<file path="config.mk">
export PLATFORM = sky130hd
export DESIGN_NAME = mult_share_arbiter
export DESIGN_NICKNAME = d
export VERILOG_FILES = /design/src/rtl/mult_share_arbiter.sv
export SDC_FILE = /design/constraint.sdc
export NUM_CORES = 1
export LEC_CHECK = 0
export BUFFER_PORTS_ARGS = -buffer_cell sky130_fd_sc_hd__buf_2
export CAP_MARGIN = 15
export CORE_MARGIN = 3
export CORE_UTILIZATION = 42
export CTS_BUF_LIST = sky130_fd_sc_hd__clkbuf_8 sky130_fd_sc_hd__clkbuf_16
export DETAILED_ROUTE_END_ITERATION = 16
export PLACE_DENSITY = 0.77
export SETUP_SLACK_MARGIN = 0.1
export SYNTH_ARGS = -nofsm -noshare
export SYNTH_HDL_FRONTEND = slang
export SYNTH_SLANG_ARGS = --single-unit
</file>
<file path="constraint.sdc">
create_clock -name clk -period 1.6 [get_ports clk]
set_clock_uncertainty 0.15 [all_clocks]
set_input_delay 0.16 -clock clk [delete_from_list [all_inputs] [get_ports clk]]
set_output_delay 0.16 -clock clk [all_outputs]
set_load 0.02 [all_outputs]
</file>
<file path="src/rtl/mult_share_arbiter.sv">
// mult_share_arbiter: round-robin arbiter that lets two requesters share one
// external combinational 8x8 multiplier. A granted operand pair is registered
// onto mul_a/mul_b, held for SETTLE_CYCLES cycles, and then the product is
// captured and returned on a valid/ready response channel.
//
// Ports:
//   clk, rst_n                 clock, asynchronous active-low reset
//   req{0,1}_valid/_ready      operand handshake per requester (ready is combinational)
//   req{0,1}_a, req{0,1}_b     8-bit unsigned operands
//   mul_a, mul_b               registered operands to the shared multiplier
//   mul_prod                   combinational product from the shared multiplier
//   rsp_valid, rsp_ready       result handshake
//   rsp_id, rsp_prod           owner and value of the registered product
//   busy                       high whenever not idle
//   done_cnt                   wrapping count of completed responses
module mult_share_arbiter #(
  parameter int unsigned SETTLE_CYCLES = 1
) (
  input  logic        clk,
  input  logic        rst_n,
  input  logic        req0_valid,
  output logic        req0_ready,
  input  logic [7:0]  req0_a,
  input  logic [7:0]  req0_b,
  input  logic        req1_valid,
  output logic        req1_ready,
  input  logic [7:0]  req1_a,
  input  logic [7:0]  req1_b,
  output logic [7:0]  mul_a,
  output logic [7:0]  mul_b,
  input  logic [15:0] mul_prod,
  output logic        rsp_valid,
  input  logic        rsp_ready,
  output logic        rsp_id,
  output logic [15:0] rsp_prod,
  output logic        busy,
  output logic [7:0]  done_cnt
);

  typedef enum logic [1:0] {StIdle, StCalc, StResp} state_e;

  state_e      state_q, state_d;
  logic        last_grant_q, last_grant_d;
  logic [3:0]  cnt_q, cnt_d;
  logic [7:0]  mul_a_q, mul_a_d;
  logic [7:0]  mul_b_q, mul_b_d;
  logic        rsp_id_q, rsp_id_d;
  logic [15:0] rsp_prod_q, rsp_prod_d;
  logic [7:0]  done_cnt_q, done_cnt_d;
  logic        grant;

  always_ff @(posedge clk or negedge rst_n) begin
    if (!rst_n) begin
      state_q      <= StIdle;
      last_grant_q <= 1'b1;  // requester 0 wins the first tie
      cnt_q        <= '0;
      mul_a_q      <= '0;
      mul_b_q      <= '0;
      rsp_id_q     <= 1'b0;
      rsp_prod_q   <= '0;
      done_cnt_q   <= '0;
    end else begin
      state_q      <= state_d;
      last_grant_q <= last_grant_d;
      cnt_q        <= cnt_d;
      mul_a_q      <= mul_a_d;
      mul_b_q      <= mul_b_d;
      rsp_id_q     <= rsp_id_d;
      rsp_prod_q   <= rsp_prod_d;
      done_cnt_q   <= done_cnt_d;
    end
  end

  always_comb begin
    state_d      = state_q;
    last_grant_d = last_grant_q;
    cnt_d        = cnt_q;
    mul_a_d      = mul_a_q;
    mul_b_d      = mul_b_q;
    rsp_id_d     = rsp_id_q;
    rsp_prod_d   = rsp_prod_q;
    done_cnt_d   = done_cnt_q;
    req0_ready   = 1'b0;
    req1_ready   = 1'b0;
    // On a tie the requester that did not win last time goes; otherwise the lone one.
    grant        = (req0_valid && req1_valid) ? ~last_grant_q : req1_valid;

    unique case (state_q)
      StIdle: begin
        if (req0_valid || req1_valid) begin
          req0_ready   = ~grant;
          req1_ready   = grant;
          last_grant_d = grant;
          mul_a_d      = grant ? req1_a : req0_a;
          mul_b_d      = grant ? req1_b : req0_b;
          rsp_id_d     = grant;
          cnt_d        = 4'(SETTLE_CYCLES);
          state_d      = StCalc;
        end
      end
      StCalc: begin
        cnt_d = cnt_q - 4'd1;
        if (cnt_q == 4'd1) begin
          rsp_prod_d = mul_prod;
          state_d    = StResp;
        end
      end
      StResp: begin
        if (rsp_ready) begin
          done_cnt_d = done_cnt_q + 8'd1;
          state_d    = StIdle;
        end
      end
      default: state_d = StIdle;
    endcase
  end

  assign mul_a     = mul_a_q;
  assign mul_b     = mul_b_q;
  assign rsp_id    = rsp_id_q;
  assign rsp_prod  = rsp_prod_q;
  assign done_cnt  = done_cnt_q;
  assign rsp_valid = (state_q == StResp);
  assign busy      = (state_q != StIdle);

endmodule
</file>
# == Word level (Yosys, flattened, before mapping) ==
# Index checks and enable logic that the tools add are counted.
# totals
regBits,48
latchBits,0
mem_bits_rw,0
rom_bits,0
output_inout_bits,45
mem_count,0
# op_classes
addsub,2
n_mul,0
div_mod_pow,0
n_lt_le_gt_ge,0
eq_ne,6
shift,0
muxes,13
bitwise_logic,2
reduce_logical,10
# ops
operator,count
$mux W8,2
$add A8 B1 Y8 const B,1
$pmux W4 S2,1
$reduce_and A2 Y1,4
$mux W2,3
$pmux W2 S3,1
$mux W1,5
$eq A4 B1 Y1 const B,1
$mux W4,1
$ne A2 B2 Y1 const B,2
$reduce_bool A2 Y1,2
$sub A4 B1 Y4 const B,1
$reduce_and A3 Y1,1
$eq A2 B1 Y1 const B,1
$eq A2 B2 Y1 const B,1
$logic_not A2 Y1,1
$ne A2 B1 Y1 const B,1
$not A1 Y1,2
$logic_and A1 B1 Y1,1
$logic_or A1 B1 Y1,1

# == Logic depth before layout (Yosys ltp) ==
# Gate-level depths: netlist of run 1.
# logic_depth
depth_word,5
ltp_mapped,6
depth_no_buf,5

# == Least setup slack after synthesis of run 1 ==
# Ideal clock, no wire load.
# synth_timing
path_type,register to register
start,register cnt_q[1]
end,register rsp_prod_q[10] (netlist: rsp_prod[10])
setup_ps,125
t_arrival_ps,1363
required_ps,1325
setup_slack_ps,-38
stages_incl_launch_ff,7
n_path_buf,1
period_less_slack_ps,1638
cell_sequence,dfrtp_1 -> inv_1 -> ha_1 -> nor3b_2 -> nand2_4 -> buf_6 -> mux2_4
# synth_between
elab_chain_cells,2
# synth_lines
item,line_no,rtl
start: declaration,44,"logic [3:0] cnt_q, cnt_d;"
start signal: assignment,65,cnt_q <= cnt_d;
$eq A4 B1 Y1,103,if (cnt_q == 4'd1) begin
$reduce_and A2 Y1 (no line),-,
end signal: assignment,69,rsp_prod_q <= rsp_prod_d;
end: declaration,48,"logic [15:0] rsp_prod_q, rsp_prod_d;"
# No other way between the ends.
# A chain may end at the register's enable or synchronous reset.

# == Final worst setup path of run 1 ==
# layout_timing
start,register cnt_q[1]
end,register rsp_prod_q[1] (netlist: rsp_prod[1])
# Same word-level chain as after synthesis.

==> results.md, run 1 <==
- Status: finished, violations left
- Failing checks: setup timing
- Syn_nets: 212
- Max_cap viols: 0
- DR iter-0 viols: 112
- Yosys cell types: 39
- Startpoint Class: register
- Crit path cell chain: inv_2 > ha_4 > nor3b_4 > buf_6 > nand2_8 > mux2_4
- Mean Syn Cell Area: around 14 µm²
- Skew-Pair Late Insertion Delay: 0.30 ns
- Met2 Routed Length: 3350 µm
- Hold Crit Class: primary input to register
- Remaining antenna violation count: 0
- Share of layout cells above drive strength 1: 0.576
- H-tree Lvls: 2
- DPL Wire Length: 3740 µm
- Clock power share: 0.146
- Area of the multi-input gates: a little over 1000 µm²
- Max Clock Freq: 619 MHz
- CP Class: register to register
- CP arrival: 1.65 ns
- Synth area leader: dfrtp_1
- Routed wire length: 6300 µm
- Post-synth EDFFs: 0
- Combinational power share: 0.543
- Critical path data required time: 1.64 ns
- Via density: 5.08
- Primary FF master, synth: dfrtp_1
- P_int: 4300 µW
- Commonest cells after routing, fill and taps aside: 93 x buf_2, 45 x dfrtp_1, 30 x dlygate4sd3_1
- Die Y-Extent: 77.6 µm
- GRT overflow: 0
- P&R area growth vs syn: 64.5%
- GP Congestion: 0.750
- Power, Total: 6940 µW
- Slowest CP cell: dfrtp_1
- Global-route wire length before repair: between 9000 and 10000 µm
- Reg power frac: 0.311
- R2R Setup Slk: -0.01 ns
- Antenna Cells: 0
- Min-Delay Path Depth: 3
- CORE AREA: 4850 µm²
- Final WS setup: -0.0149 ns
- Pwr Density: 1960 nW/µm²
- Share of flip-flops with an asynchronous set or reset: 1.00
- Chip width: 77.6 µm
- CTS tree: yes
- Drt pass-1 iters: 4
- # setup viols final: 10
- Share of the synthesized area in the top cell type: 0.546
- Reg2Reg Depth: 6
- Final core utilization: 0.731
- GRT Overall Usage: 0.209
- Row cnt: 25
- Worst Path Max Fanout: 8
- Hold Path Origin: req1_b[5]
- Post-Synthesis Cell Area: ~2200 µm²
- Antenna violations before repair: 0
- Wl on met1: 2610 µm
- Met3 Wirelength: 282 µm
- DRC Markers: 0
- Clock-pin transition on the worst setup and hold timing paths: 0.09 ns
- Leakage: roughly 0.0018 µW
- Register bit total from synthesis: 48
- Highest routed layer: met4
- Vias in the first global route: 1988
- Setup TNS: -0.0632 ns
- Fin crit share: 1.01
- Switching pwr: 2630 µW
- Sequential-to-total area share from yosys stat: 0.558
- Final net count: 365
- CP Capture Type: register
- Clock buffer depth: 2
- Origin of the critical flop-to-flop path: cnt_q[1]$_DFFE_PN0P_
- Clk sinks: 48
- Worst path max stage delay: 0.39 ns
- RSZ-0062 raised after global routing: true
- CTS Buf Count: 5
- Final count of pins violating max slew: 0
- Reg area: 1200 µm²
- Final hold vios: 0
- Root buf cell: clkbuf_8
- Reg-to-Reg End: rsp_prod[1]$_DFFE_PN0P_
- WL/cell: 16.8 µm
- Synth Instances: 156
- Commonest non-fill, non-tap cell in the layout: buf_2
- Worst VDD drop: 0.00122 V
- I/O pins: between 90 and 100
- Sw frac: 0.380
- Via count: 1911
- Initial Util: 0.444
- Fill count: around 320
- Fin crit period: 1.61 ns
- Rel. slew slack: 0.745
- Yosys warning count: 0
- Die Area: 6030 µm²
- Min-Delay Endpoint: mul_b[5]$_DFFE_PN0P_
- Crit path max-delay family: flip-flops
- Most area-consuming cells after synthesis: dfrtp_1 55%, mux2_4 8.4%, a221o_1 5.6%, mux2_2 4.7%, and3_1 3.8%
- IO Port Bufs: 97
- Pin count of the biggest net entering global routing: 23
- Slew @ Worst Pin: 0.383 ns
- WP buf/inv: 2
final cells by class:
class / instances / area share
clock buffer: 5 / 0.0194
clock inverter: 2 / 0.0169
inverter: 4 / 0.00565
multi-input combinational: 100 / 0.291
sequential: 48 / 0.340
tap: 67 / 0.0237
timing repair buffer: 150 / 0.303
power by group through the flow:
stage | Clock [µW] | Sequential (µW) | Combinational (µW)
2_1_floorplan | 0 | 2680 | 1370
3_3_place_gp | 0 | 2110 | 2840
3_5_place_dp | 0 | 2120 | 2920
4_1_cts | 1030 | 2130 | 3590
5_1_grt | 1080 | 2210 | 4020
6_report | 1010 | 2160 | 3770
layer usage:
layer	vias up	GRT usage
li1	877	-
met1	964	0.259
met2	64	0.364
met3	6	0.0441
met4	0	0.0605
met5	-	0
state kept, by name, indices dropped and copies added (netlist names):
signal        count
last_grant_q      1
mul_b             8
done_cnt          8
rsp_prod         16
cnt_q             4
state_q           2
rsp_id            1
mul_a             8
worst register-to-register path: cells and delay by family (launching register included):
kind                       cells  cell delay [ns]
muxes                          1             0.30
and+or+nand+nor                2             0.30
buffers and inverters          2             0.25
adders and majority gates      1             0.12
DFF                            1             0.39
how the worst max path moves through the flow:
stage	startpoint	endpoint	slack [ns]	cells after the start
after global routing	cnt_q[1]$_DFFE_PN0P_	rsp_prod[7]$_DFFE_PN0P_	-0.08	6
after global placement	cnt_q[1]$_DFFE_PN0P_	rsp_prod[10]$_DFFE_PN0P_	0.008	5
after detailed placement	cnt_q[1]$_DFFE_PN0P_	rsp_prod[15]$_DFFE_PN0P_	-0.03	5
after CTS	last_grant_q$_DFFE_PN1P_	mul_a[5]$_DFFE_PN0P_	-0.02	4
final	cnt_q[1]$_DFFE_PN0P_	rsp_prod[1]$_DFFE_PN0P_	-0.01	6
after floorplan	cnt_q[1]$_DFFE_PN0P_	rsp_prod[10]$_DFFE_PN0P_	-0.02	6
synthesized netlist by cell type, types with 2 or more instances:
cell type,n
dfrtp_1,47
and3_1,13
a221o_1,12
mux2_4,12
mux2_2,9
mux2_1,4
nor2_1,4
o21ai_0,4
xnor2_1,4
xor2_1,4
buf_2,3
ha_1,3
inv_1,3
nand2_1,3
a21o_1,2
and2_1,2
buf_6,2
nand2b_1,2
nand3_1,2
nor3_1,2
cell families (layout without fill, tap and decap cells):
kind of cell,count (synthesis),count (layout),share of synthesized area
mux,26,26,0.156
flops,48,48,0.558
compound gates,22,22,0.0888
simple gates,39,41,0.119
buf+inv,10,161,0.0279
fa+ha+maj,3,3,0.0174
xor+xnor,8,8,0.0325
stage by stage:
step / hold slack (ns) / cell area, µm² / setup WS, ns / instances
after detailed placement: -0.0535 / 2790 / -0.0254 / 324
after floorplan: -0.286 / 2160 / -0.0216 / 156
after global routing: 0.0442 / 3540 / -0.0831 / 376
after CTS: 0.0279 / 3480 / -0.0157 / 375
final: 0.0312 / 3540 / -0.0149 / 376
after global placement: -0.0464 / 2790 / 0.00752 / 324
timing repair:
item                       4_1_cts  5_1_grt
pin swaps                        5        5
setup endpoints to repair       36       44
hold buffers                    30        0
hold endpoints to repair        77        0
gates resized for setup         33       13
cloned                           2        1
buffers inserted                12        0
(Power assumes the default switching activity.)
==> run 2: changes to the inputs <==
--- a/config.mk
+++ b/config.mk
@@ -9,7 +9,7 @@
 export CAP_MARGIN = 15
 export CORE_MARGIN = 3
 export CORE_UTILIZATION = 42
-export CTS_BUF_LIST = sky130_fd_sc_hd__clkbuf_8 sky130_fd_sc_hd__clkbuf_16
+export CTS_BUF_LIST = sky130_fd_sc_hd__clkbuf_16
 export DETAILED_ROUTE_END_ITERATION = 16
 export PLACE_DENSITY = 0.77
 export SETUP_SLACK_MARGIN = 0.1
==> results.md, run 2 (synthesis gave the netlist of run 1 again) <==
- WP buf/inv: 2 (unchanged)
- GRT overflow: 0 (unchanged)
- CP Capture Type: register
- Hold Crit Class: primary input to register
- Commonest non-fill, non-tap cell in the layout: buf_2
- # setup viols final: 14 (+4)
- Antenna Cells: 0 (unchanged)
- Reg-to-Reg End: rsp_prod[1]$_DFFE_PN0P_
- Rel. slew slack: 0.739 (-0.00548)
- H-tree Lvls: 2 (unchanged)
- IO Port Bufs: 97 (unchanged)
- Max reg flops: 16 (unchanged)
- Leakage: 0.00184 µW (-0.33%)
- Sw frac: 0.373 (-0.00627)
- Drt pass-1 iters: 4 (unchanged)
- Final hold vios: 0 (unchanged)
- Reg power frac: 0.300 (-0.011)
- DRC Markers: 0 (unchanged)
- Placed cells: 324 (unchanged)
- Worst path max stage delay: 0.38 ns (about the same)
- Final count of pins violating max slew: 0 (unchanged)
- Commonest cells after routing, fill and taps aside: 93 x buf_2, 45 x dfrtp_1, 30 x dlygate4sd3_1
- Hold Path Origin: req1_a[4]
- Pwr Density: 2020 nW/µm² (+3.3%)
- Via density: 5.16 (+1.5%)
- Max_cap viols: 0 (unchanged)
- DPL Wire Length: 3740 µm (unchanged)
- CTS tree: yes
- CP arrival: 1.64 ns (about the same)
- Switching pwr: 2700 µW (+2.6%)
- WL/cell: 17.0 µm (+1.3%)
- Status: finished, violations left
- RSZ-0062 raised after global routing: true
- Pin count of the biggest net entering global routing: 23 (unchanged)
- GRT Overall Usage: 0.210 (+0.00128)
- Hold WS: 0.0510 ns (+0.0198 ns)
- Die Y-Extent: 77.6 µm (unchanged)
- Clock buffer depth: 2 (unchanged)
- Reg2Reg Depth: 6 (unchanged)
- CORE AREA: 4850 µm² (unchanged)
- Row cnt: 25 (unchanged)
- Worst VDD drop: 0.00111 V (-9.0%)
- Clock-pin transition on the worst setup and hold timing paths: 0.06 ns (-0.03 ns)
- R2R Setup Slk: -0.02 ns (about the same)
- Layout Cells excl Fill: 377 (+0.27%)
- P_int: 4530 µW (+5.3%)
- Clk sinks: 48 (unchanged)
- Global-route wire length before repair: 9970 µm (+1.6%)
- Slew @ Worst Pin: 0.391 ns (+0.00822 ns)
- Final net count: 366 (+0.27%)
- Vias in the first global route: 1998 (+0.50%)
- Failing checks: setup timing
- Final WS setup: -0.0233 ns (-0.00845 ns)
- GP Congestion: 0.750 (unchanged)
- Setup TNS: -0.166 ns (-0.103 ns)
- DR iter-0 viols: 71 (-37%)
- P&R area growth vs syn: 66.0%
- Critical path data required time: 1.61 ns (-0.03 ns)
- Skew-Pair Late Insertion Delay: 0.28 ns (-0.02 ns)
- Antenna violations before repair: 0 (unchanged)
- Max Clock Freq: 616 MHz (-0.52%)
- Power, Total: 7230 µW (+4.3%)
- Initial Util: 0.444 (unchanged)
- CTS Buf Count: 5 (unchanged)
- Fin crit share: 1.01 (+0.00528)
- Final core utilization: 0.738 (+0.00671)
- Routed wire length: 6400 µm (+1.6%)
- Startpoint Class: register
- Root buf cell: clkbuf_16
- Crit path max-delay family: flip-flops
- Slowest CP cell: dfrtp_1
- Min-Delay Path Depth: 3 (unchanged)
- Chip width: 77.6 µm (unchanged)
- Clock power share: 0.180 (+0.034)
- Via count: 1944 (+1.7%)
- Share of layout cells above drive strength 1: 0.568 (-0.00831)
- I/O pins: 98 (unchanged)
- Die Area: 6030 µm² (unchanged)
- Remaining antenna violation count: 0 (unchanged)
- Crit path cell chain: inv_2 > ha_4 > nor3b_4 > buf_6 > nand2_8 > mux2_4
- Fin crit period: 1.62 ns (+0.00845 ns)
- Origin of the critical flop-to-flop path: cnt_q[1]$_DFFE_PN0P_
- Combinational power share: 0.519 (-0.024)
- Worst path depth: 6 (unchanged)
- Worst Path Max Fanout: 8 (unchanged)
- Min-Delay Endpoint: mul_a[4]$_DFFE_PN0P_
- CP Class: register to register
run 2: cell count changes in the layout (fill, tap and decap cells not counted), sizes merged:
cell | previous run | this run
clkbuf | 6 | 5
buf | 119 | 121
run 2: power groups by stage:
stage               clock [µW]  combinational, µW  sequential, µW
floorplan                    0               1370            2680
global placement             0               2840            2110
detailed placement           0               2920            2120
CTS                       1340               3490            2130
global route              1380               4000            2230
finish                    1300               3760            2170
run 2: per-stage QoR:
step                area [µm²]  setup slack, ns
finish                    3580          -0.0233
global route              3580          -0.0657
CTS                       3480         -0.00670
detailed placement        2790          -0.0254
global placement          2790          0.00752
floorplan                 2160          -0.0216
run 2: layout make-up:
type	instances	area, µm²
fillers	305	1270
flip-flops and latches	48	1200
repair buffers	151	1050
multi-input cells	100	1040
clock buffers	5	125
well taps	67	83.8
clock inverters	2	60.1
inverters	4	17.5
run 2: worst min-delay path, delay by kind of cell:
kind	cells	cell delay, ns
AOI/OAI and AO/OA	1	0.09
buffers and inverters	1	0.07
and+or+nand+nor	1	0.13
run 2: worst max path at each step:
stage                                        start                        to  slack, ns
after floorplan               cnt_q[1]$_DFFE_PN0P_  rsp_prod[10]$_DFFE_PN0P_      -0.02
after global placement        cnt_q[1]$_DFFE_PN0P_  rsp_prod[10]$_DFFE_PN0P_      0.008
after detailed placement      cnt_q[1]$_DFFE_PN0P_  rsp_prod[15]$_DFFE_PN0P_      -0.03
after CTS                 last_grant_q$_DFFE_PN1P_                req1_ready     -0.007
after global routing      last_grant_q$_DFFE_PN1P_                req1_ready      -0.07
final                         cnt_q[1]$_DFFE_PN0P_   rsp_prod[1]$_DFFE_PN0P_      -0.02
run 2: repair_timing:
item,in CTS,in global routing
pin swaps,6,10
cloned,2,0
hold endpoints to repair,64,0
resized for setup,25,17
setup endpoints to repair,36,42
buffers inserted,10,4
hold buffers,30,0
run 2: routing by layer:
layer | track usage | wire length (µm) | up-vias
li1 | - | - | 881
met1 | 0.252 | 2550 | 982
met2 | 0.371 | 3440 | 71
met3 | 0.0452 | 296 | 10
met4 | 0.0712 | 110 | 0
met5 | 0 | 0 | -
